===== src/rtl/fractal_pixel_source.sv =====
// Raster-scan pixel source for the fractal_kernel chain: one fixed-point complex coordinate per accepted cycle.
// Optional build macro JULIA_MODE_EN selects Julia-set operand mapping (extra jr/ji inputs).
module fractal_pixel_source #(
    parameter int DATA_WIDTH       = 32,
    parameter int FRACTIONAL_WIDTH = 28,
    parameter int H_RES            = 1920,
    parameter int V_RES            = 1080
) (
    input  logic                         clk,
    input  logic                         resetn,
    input  logic                         start,
    input  logic signed [DATA_WIDTH-1:0] x0,
    input  logic signed [DATA_WIDTH-1:0] y0,
    input  logic signed [DATA_WIDTH-1:0] dx,
    input  logic signed [DATA_WIDTH-1:0] dy,
`ifdef JULIA_MODE_EN
    input  logic signed [DATA_WIDTH-1:0] jr,
    input  logic signed [DATA_WIDTH-1:0] ji,
`endif
    input  logic                         ready,
    output logic signed [DATA_WIDTH-1:0] zr_out,
    output logic signed [DATA_WIDTH-1:0] zi_out,
    output logic signed [DATA_WIDTH-1:0] cr_out,
    output logic signed [DATA_WIDTH-1:0] ci_out,
    output logic [7:0]                   iter_out,
    output logic                         finished_out,
    output logic                         valid_out,
    output logic                         sof_out,
    output logic                         eol_out,
    output logic                         busy,
    output logic                         done
);

    localparam int XW = (H_RES > 1) ? $clog2(H_RES) : 1;
    localparam int YW = (V_RES > 1) ? $clog2(V_RES) : 1;
    localparam logic [XW-1:0] X_LAST = XW'(H_RES - 1);
    localparam logic [YW-1:0] Y_LAST = YW'(V_RES - 1);
    localparam logic [DATA_WIDTH-1:0] ZERO_W = {DATA_WIDTH{1'b0}};

    // The fractional point position only matters to the kernel; a format with no integer bits is meaningless.
    if (FRACTIONAL_WIDTH >= DATA_WIDTH) begin : g_bad_fixed_point_format
    end

    typedef enum logic [1:0] {
        ST_IDLE = 2'd0,
        ST_RUN  = 2'd1,
        ST_DONE = 2'd2
    } state_t;

    state_t                  state_q, state_d;
    logic [XW-1:0]           x_q, x_d;
    logic [YW-1:0]           y_q, y_d;
    logic [DATA_WIDTH-1:0]   cur_r_q, cur_r_d;
    logic [DATA_WIDTH-1:0]   cur_i_q, cur_i_d;
    logic [DATA_WIDTH-1:0]   x0_q, x0_d;
    logic [DATA_WIDTH-1:0]   dx_q, dx_d;
    logic [DATA_WIDTH-1:0]   dy_q, dy_d;
`ifdef JULIA_MODE_EN
    logic [DATA_WIDTH-1:0]   jr_q, jr_d;
    logic [DATA_WIDTH-1:0]   ji_q, ji_d;
`endif
    logic [DATA_WIDTH-1:0]   zr_q, zr_d, zi_q, zi_d, cr_q, cr_d, ci_q, ci_d;
    logic                    fin_q, fin_d, sof_q, sof_d, eol_q, eol_d;

    // Next-state, scan counters, coordinate accumulators and the registered kernel bus.
    always_comb begin
        state_d = state_q;
        x_d     = x_q;
        y_d     = y_q;
        cur_r_d = cur_r_q;
        cur_i_d = cur_i_q;
        x0_d    = x0_q;
        dx_d    = dx_q;
        dy_d    = dy_q;
`ifdef JULIA_MODE_EN
        jr_d    = jr_q;
        ji_d    = ji_q;
`endif
        zr_d    = ZERO_W;
        zi_d    = ZERO_W;
        cr_d    = ZERO_W;
        ci_d    = ZERO_W;
        fin_d   = 1'b1;
        sof_d   = 1'b0;
        eol_d   = 1'b0;

        case (state_q)
            ST_IDLE: begin
                if (start) begin
                    x0_d    = x0;
                    dx_d    = dx;
                    dy_d    = dy;
`ifdef JULIA_MODE_EN
                    jr_d    = jr;
                    ji_d    = ji;
`endif
                    x_d     = {XW{1'b0}};
                    y_d     = {YW{1'b0}};
                    cur_r_d = x0;
                    cur_i_d = y0;
                    state_d = ST_RUN;
                end else begin
                    state_d = ST_IDLE;
                end
            end
            ST_RUN: begin
                if (ready) begin
                    fin_d = 1'b0;
                    sof_d = (x_q == {XW{1'b0}}) && (y_q == {YW{1'b0}});
                    eol_d = (x_q == X_LAST);
`ifdef JULIA_MODE_EN
                    zr_d  = cur_r_q;
                    zi_d  = cur_i_q;
                    cr_d  = jr_q;
                    ci_d  = ji_q;
`else
                    cr_d  = cur_r_q;
                    ci_d  = cur_i_q;
`endif
                    // Line restart reloads x0 rather than accumulating, so dx error never drifts across lines.
                    if (x_q == X_LAST) begin
                        x_d     = {XW{1'b0}};
                        cur_r_d = x0_q;
                        if (y_q == Y_LAST) begin
                            state_d = ST_DONE;
                        end else begin
                            y_d     = y_q + YW'(1);
                            cur_i_d = cur_i_q + dy_q;
                        end
                    end else begin
                        x_d     = x_q + XW'(1);
                        cur_r_d = cur_r_q + dx_q;
                    end
                end else begin
                    state_d = ST_RUN;
                end
            end
            ST_DONE: begin
                state_d = ST_IDLE;
            end
            default: begin
                state_d = ST_IDLE;
            end
        endcase
    end

    // State, counters, latched frame parameters and output registers.
    always_ff @(posedge clk or negedge resetn) begin
        if (!resetn) begin
            state_q <= ST_IDLE;
            x_q     <= {XW{1'b0}};
            y_q     <= {YW{1'b0}};
            cur_r_q <= ZERO_W;
            cur_i_q <= ZERO_W;
            x0_q    <= ZERO_W;
            dx_q    <= ZERO_W;
            dy_q    <= ZERO_W;
`ifdef JULIA_MODE_EN
            jr_q    <= ZERO_W;
            ji_q    <= ZERO_W;
`endif
            zr_q    <= ZERO_W;
            zi_q    <= ZERO_W;
            cr_q    <= ZERO_W;
            ci_q    <= ZERO_W;
            fin_q   <= 1'b1;
            sof_q   <= 1'b0;
            eol_q   <= 1'b0;
        end else begin
            state_q <= state_d;
            x_q     <= x_d;
            y_q     <= y_d;
            cur_r_q <= cur_r_d;
            cur_i_q <= cur_i_d;
            x0_q    <= x0_d;
            dx_q    <= dx_d;
            dy_q    <= dy_d;
`ifdef JULIA_MODE_EN
            jr_q    <= jr_d;
            ji_q    <= ji_d;
`endif
            zr_q    <= zr_d;
            zi_q    <= zi_d;
            cr_q    <= cr_d;
            ci_q    <= ci_d;
            fin_q   <= fin_d;
            sof_q   <= sof_d;
            eol_q   <= eol_d;
        end
    end

    assign zr_out       = zr_q;
    assign zi_out       = zi_q;
    assign cr_out       = cr_q;
    assign ci_out       = ci_q;
    assign iter_out     = 8'h00;
    assign finished_out = fin_q;
    assign valid_out    = ~fin_q;
    assign sof_out      = sof_q;
    assign eol_out      = eol_q;
    assign busy         = (state_q != ST_IDLE);
    assign done         = (state_q == ST_DONE);

endmodule

===== config.mk =====
export PLATFORM = sky130hd
export DESIGN_NAME = fractal_pixel_source
export DESIGN_NICKNAME = d
export VERILOG_FILES = /design/src/rtl/fractal_pixel_source.sv
export SDC_FILE = /design/constraint.sdc
export NUM_CORES = 1
export LEC_CHECK = 0
export ABC_AREA = 1
export CORE_AREA = 2 2 167 169
export CTS_CLUSTER_SIZE = 28
export DETAILED_ROUTE_END_ITERATION = 10
export DIE_AREA = 0 0 169 171
export PLACE_DENSITY = 0.85
export RECOVER_POWER = 25
export SYNTH_ARGS = -nofsm -noshare
export SYNTH_HDL_FRONTEND = slang
export SYNTH_SLANG_ARGS = --single-unit

===== constraint.sdc =====
create_clock -name clk -period 4 [get_ports clk]
set_input_delay 0.8 -clock clk [delete_from_list [all_inputs] [get_ports clk]]
set_output_delay 0.8 -clock clk [all_outputs]
set_load 0.005 [all_outputs]

==> reports/qor.yml <==
worstMarginPinSlew_ns: 2.97
r2r_end: "cur_i_q[7]$_DFFE_PN0P_"
status: "finished, violations left"
num-nets-final: 2565
tns_ns: 0
drt_wl_total_um: 45600
r2r_setup_slack_ns: 1.05
worstHoldEndpoint: "x0_q[3]$_DFFE_PN0P_"
drv_slew: 114
port-buffer-count: 201
crit_arrival_ns: 3.51
seq_power_share_pct: 26.0
dr.pass1.iters: 5
cts_buffers: 28
min_path_type: "flip-flop to flip-flop"
post-route-drc-count: 0
irDropWorstVdd_mv: 0.479
synth_top_flop_cell: "dfrtp_1"
synth_compound_area_share_pct: 8.98
final_design_area_no_fill_sq_um: 18400
cts_setup_buffers: 0
hp-start: "x0_q[3]$_DFFE_PN0P_"
synth_area_sq_um: 15400
clk_pin_slew_worst_paths_ns: 0.06
p_total_mw: 16.5
antenna_found_initial: 0
cts_hold_buf: 0
cp_data_required_time_ns: 4.43
seq_area_frac_synth_pct: 40.8
drv_cap: 1
cts_tree: "yes"
place_area_sq_um: 17400
fmax_ghz: 0.324
leakagePower_nw: 9.77
grt_start_max_net_pins: 115
ys_ff_latch: 251
violations: "capacitance limit, slew limit"
fillers: 2367
critPathLaunchType: "input pin"
min_path_cells: 2
ios: 274
multiInputGateArea_sq_um: 7570
period_minus_slack_ns: 3.08
num_vias: 14513
switching_share_pct: 48.2
pwr-share-clk_pct: 16.8
rsz0062_at_grt: "false"
synth.mux.area_fraction_pct: 0
crit_type: "input pin to flip-flop"
die_area_sq_um: 28900
crit_fanout: 35
setup_viol: 0
fp.dieW_um: 169
grt_pass1_wl_um: 73000
drtAntennaViolNets: 0
synth_fa_ha_area_share_pct: 5.62
r2r_start: "x_q[0]$_DFFE_PN0P_"
grt_pass1_vias: 14135
finalWeightedCongestion: 0.961
fin_ws_ns: 0.916
finClkSkew_ns: 0.0135
p_sw_mw: 7.94
fin_crit_sh_pct: 77.1
area_delta_synth_final_pct: 19.5
grt_remaining_overflow: 0
yosys_warnings: 0
intPower_mw: 8.52
synth_xor_area_share_pct: 1.82
fp.dieH_um: 171
clock_latency_ns: 0.56
area.sequential_sq_um: 6280
htreeDepth: 1
viasPerCell: 5.31
synth_top_family_by_area: "simple AND/OR/NAND/NOR gates"
hold_viol_final: 0
dp_hpwl_um: 33600
postSynthCellCount: 2186
pre_cts_ws_ns: 0.412
syn_avg_cell_area_sq_um: 7.05
reg2regPathDepth: 13
cts_sinks: 251
drive_gt1_share_pct: 4.11
cts_max_path_buffers: 3
synth_enable_flop_cells: 0
core_sq_um: 27300
fin_util_pct: 67.4
synth_cell_type_count: 48
endpoint_kind: "flip-flop"
power.density_nw_per_um2: 893
cts_root_buf: "clkbuf_16"
start_util_pct: 56.4
drtIter0Drc: 1228
combinationalPowerShare_pct: 57.2
relSlewSlack_pct: -98.1
async_flop_share_pct: 100
grt_usage_pct: 31.6
cts-resized-gates: 0
yosys.area_share.simple_pct: 30.9
n_antenna_cell: 0
rows: 61
wl_per_cell_um: 16.7
==> synth_stat cells, types with 2 or more instances <==
| master | count | area [sq um] |
|---|---|---|
| a21o_1 | 2 | 15.0 |
| a21oi_1 | 84 | 420 |
| and2_1 | 6 | 37.5 |
| and3_1 | 2 | 12.5 |
| buf_1 | 12 | 45.0 |
| buf_2 | 11 | 55.1 |
| buf_4 | 74 | 556 |
| buf_6 | 3 | 33.8 |
| clkbuf_1 | 40 | 150 |
| dfrtp_1 | 250 | 6260 |
| fa_1 | 2 | 40.0 |
| ha_1 | 66 | 826 |
| inv_1 | 261 | 980 |
| nand2_1 | 776 | 2910 |
| nand2_2 | 2 | 12.5 |
| nand2_4 | 2 | 22.5 |
| nand3_1 | 108 | 541 |
| nand3b_1 | 3 | 22.5 |
| nand4_1 | 14 | 87.6 |
| nor2_1 | 243 | 912 |
| nor2_4 | 2 | 22.5 |
| nor3_1 | 19 | 95.1 |
| nor4_1 | 7 | 43.8 |
| o2111ai_1 | 2 | 17.5 |
| o211ai_1 | 11 | 82.6 |
| o21a_1 | 3 | 22.5 |
| o21ai_0 | 103 | 515 |
| o21ai_1 | 10 | 50.1 |
| o21bai_1 | 7 | 52.6 |
| o221ai_1 | 2 | 17.5 |
| o22ai_2 | 6 | 75.1 |
| o31ai_2 | 6 | 75.1 |
| or2_2 | 2 | 12.5 |
| xnor2_1 | 10 | 87.6 |
| xor2_1 | 22 | 193 |
==> per-stage QoR <==
stage | cells | hold WS, ns
finish | 2733 | 0.487
detailed placement | 2681 | 0.470
global route | 2733 | 0.504
global placement | 2681 | 0.465
floorplan | 2257 | 0.444
CTS | 2733 | 0.356
==> worst max-delay path, stage by stage <==
cell,delay (ns)
clkdlybuf4s50_1,0.44
inv_1,0.09
nor2_2,0.06
nor2_1,0.79
inv_1,0.22
nand2_2,0.16
clkinv_2,0.13
nand2_4,0.17
buf_4,0.37
nor2_1,0.09
nand2_1,0.07
o21ai_0,0.09
==> registers in the layout (all words and copies together) (netlist names) <==
signal        cells
cur_r_q          32
ci_out           32
dy_q             32
cr_out           32
finished_out      1
y_q              11
x_q              11
x0_q             32
eol_out           1
state_q           2
cur_i_q          32
sof_out           1
dx_q             32
==> layout make-up <==
type | count | share of cell area (%)
inverters | 265 | 5.44
multi-input cells | 1601 | 41.1
well taps | 346 | 2.35
repair buffers | 218 | 11.6
clock inverters | 17 | 1.14
flip-flops and latches | 251 | 34.1
clock buffers | 35 | 4.28
==> power by group through the flow <==
stage | combinational [mW] | clock, mW | sequential, mW
CTS | 9.34 | 2.79 | 4.26
detailed placement | 9.25 | 0 | 4.29
floorplan | 6.71 | 0 | 4.06
finish | 9.41 | 2.77 | 4.28
global placement | 9.05 | 0 | 4.25
global route | 10.6 | 2.90 | 4.38
==> routing by layer <==
metal | track usage (%) | wire length, um | vias to the layer above
li1 | - | - | 7034
met1 | 44.2 | 20400 | 6834
met2 | 52.0 | 20900 | 575
met3 | 5.32 | 3430 | 70
met4 | 7.25 | 787 | 0
met5 | 0 | 0 | -
==> cells by family (layout without fill, tap and decap cells) <==
kind of cell | after synthesis | in the layout
other | 1 | 72
xor gates and xnor gates | 32 | 32
buffers and inverters | 405 | 535
DFF | 251 | 251
and+or+nand+nor | 1188 | 1188
AOI/OAI and AO/OA | 241 | 241
adders and majority gates | 68 | 68
==> cells in the final DEF, fill, tap and decap left out, drive strengths merged <==
cell / netlist / final
bufinv: 0 / 4
buf: 100 / 16
nand4: 14 / 14
inv: 262 / 262
xnor2: 10 / 10
conb: 1 / 72
a21o: 2 / 2
xor2: 22 / 22
nand2: 780 / 780
clkinv: 3 / 15
clkdlybuf4s50: 0 / 200
o21ai: 113 / 113
a21boi: 1 / 1
dfstp: 1 / 1
and2: 6 / 6
nand3: 109 / 109
o2111ai: 2 / 2
and3: 2 / 2
or2: 2 / 2
nor4: 7 / 7
o32ai: 1 / 1
o221a: 1 / 1
clkbuf: 40 / 37
dfrtp: 250 / 250
o22ai: 7 / 7
o21bai: 7 / 7
o211ai: 11 / 11
clkinvlp: 0 / 1
a31oi: 1 / 1
o21a: 3 / 3
o31ai: 6 / 6
ha: 66 / 66
fa: 2 / 2
o221ai: 2 / 2
a21oi: 84 / 84
nor2: 246 / 246
nor3: 19 / 19
nand3b: 3 / 3
==> how the worst max path moves through the flow <==
| stage | start | to | slack [ns] | depth (start not counted) |
|---|---|---|---|---|
| after floorplan | ready | cur_i_q[10]$_DFFE_PN0P_ | 1.90 | 12 |
| after detailed placement | ready | cur_i_q[17]$_DFFE_PN0P_ | 0.41 | 12 |
| after CTS | ready | cur_i_q[7]$_DFFE_PN0P_ | 0.99 | 11 |
| final | ready | cur_i_q[17]$_DFFE_PN0P_ | 0.92 | 12 |
| after global placement | ready | cur_i_q[17]$_DFFE_PN0P_ | 0.55 | 12 |
| after global routing | resetn | x0_q[10]$_DFFE_PN0P_ | 0.52 | 1 |
No activity file was read; power rests on OpenSTA's default activity.
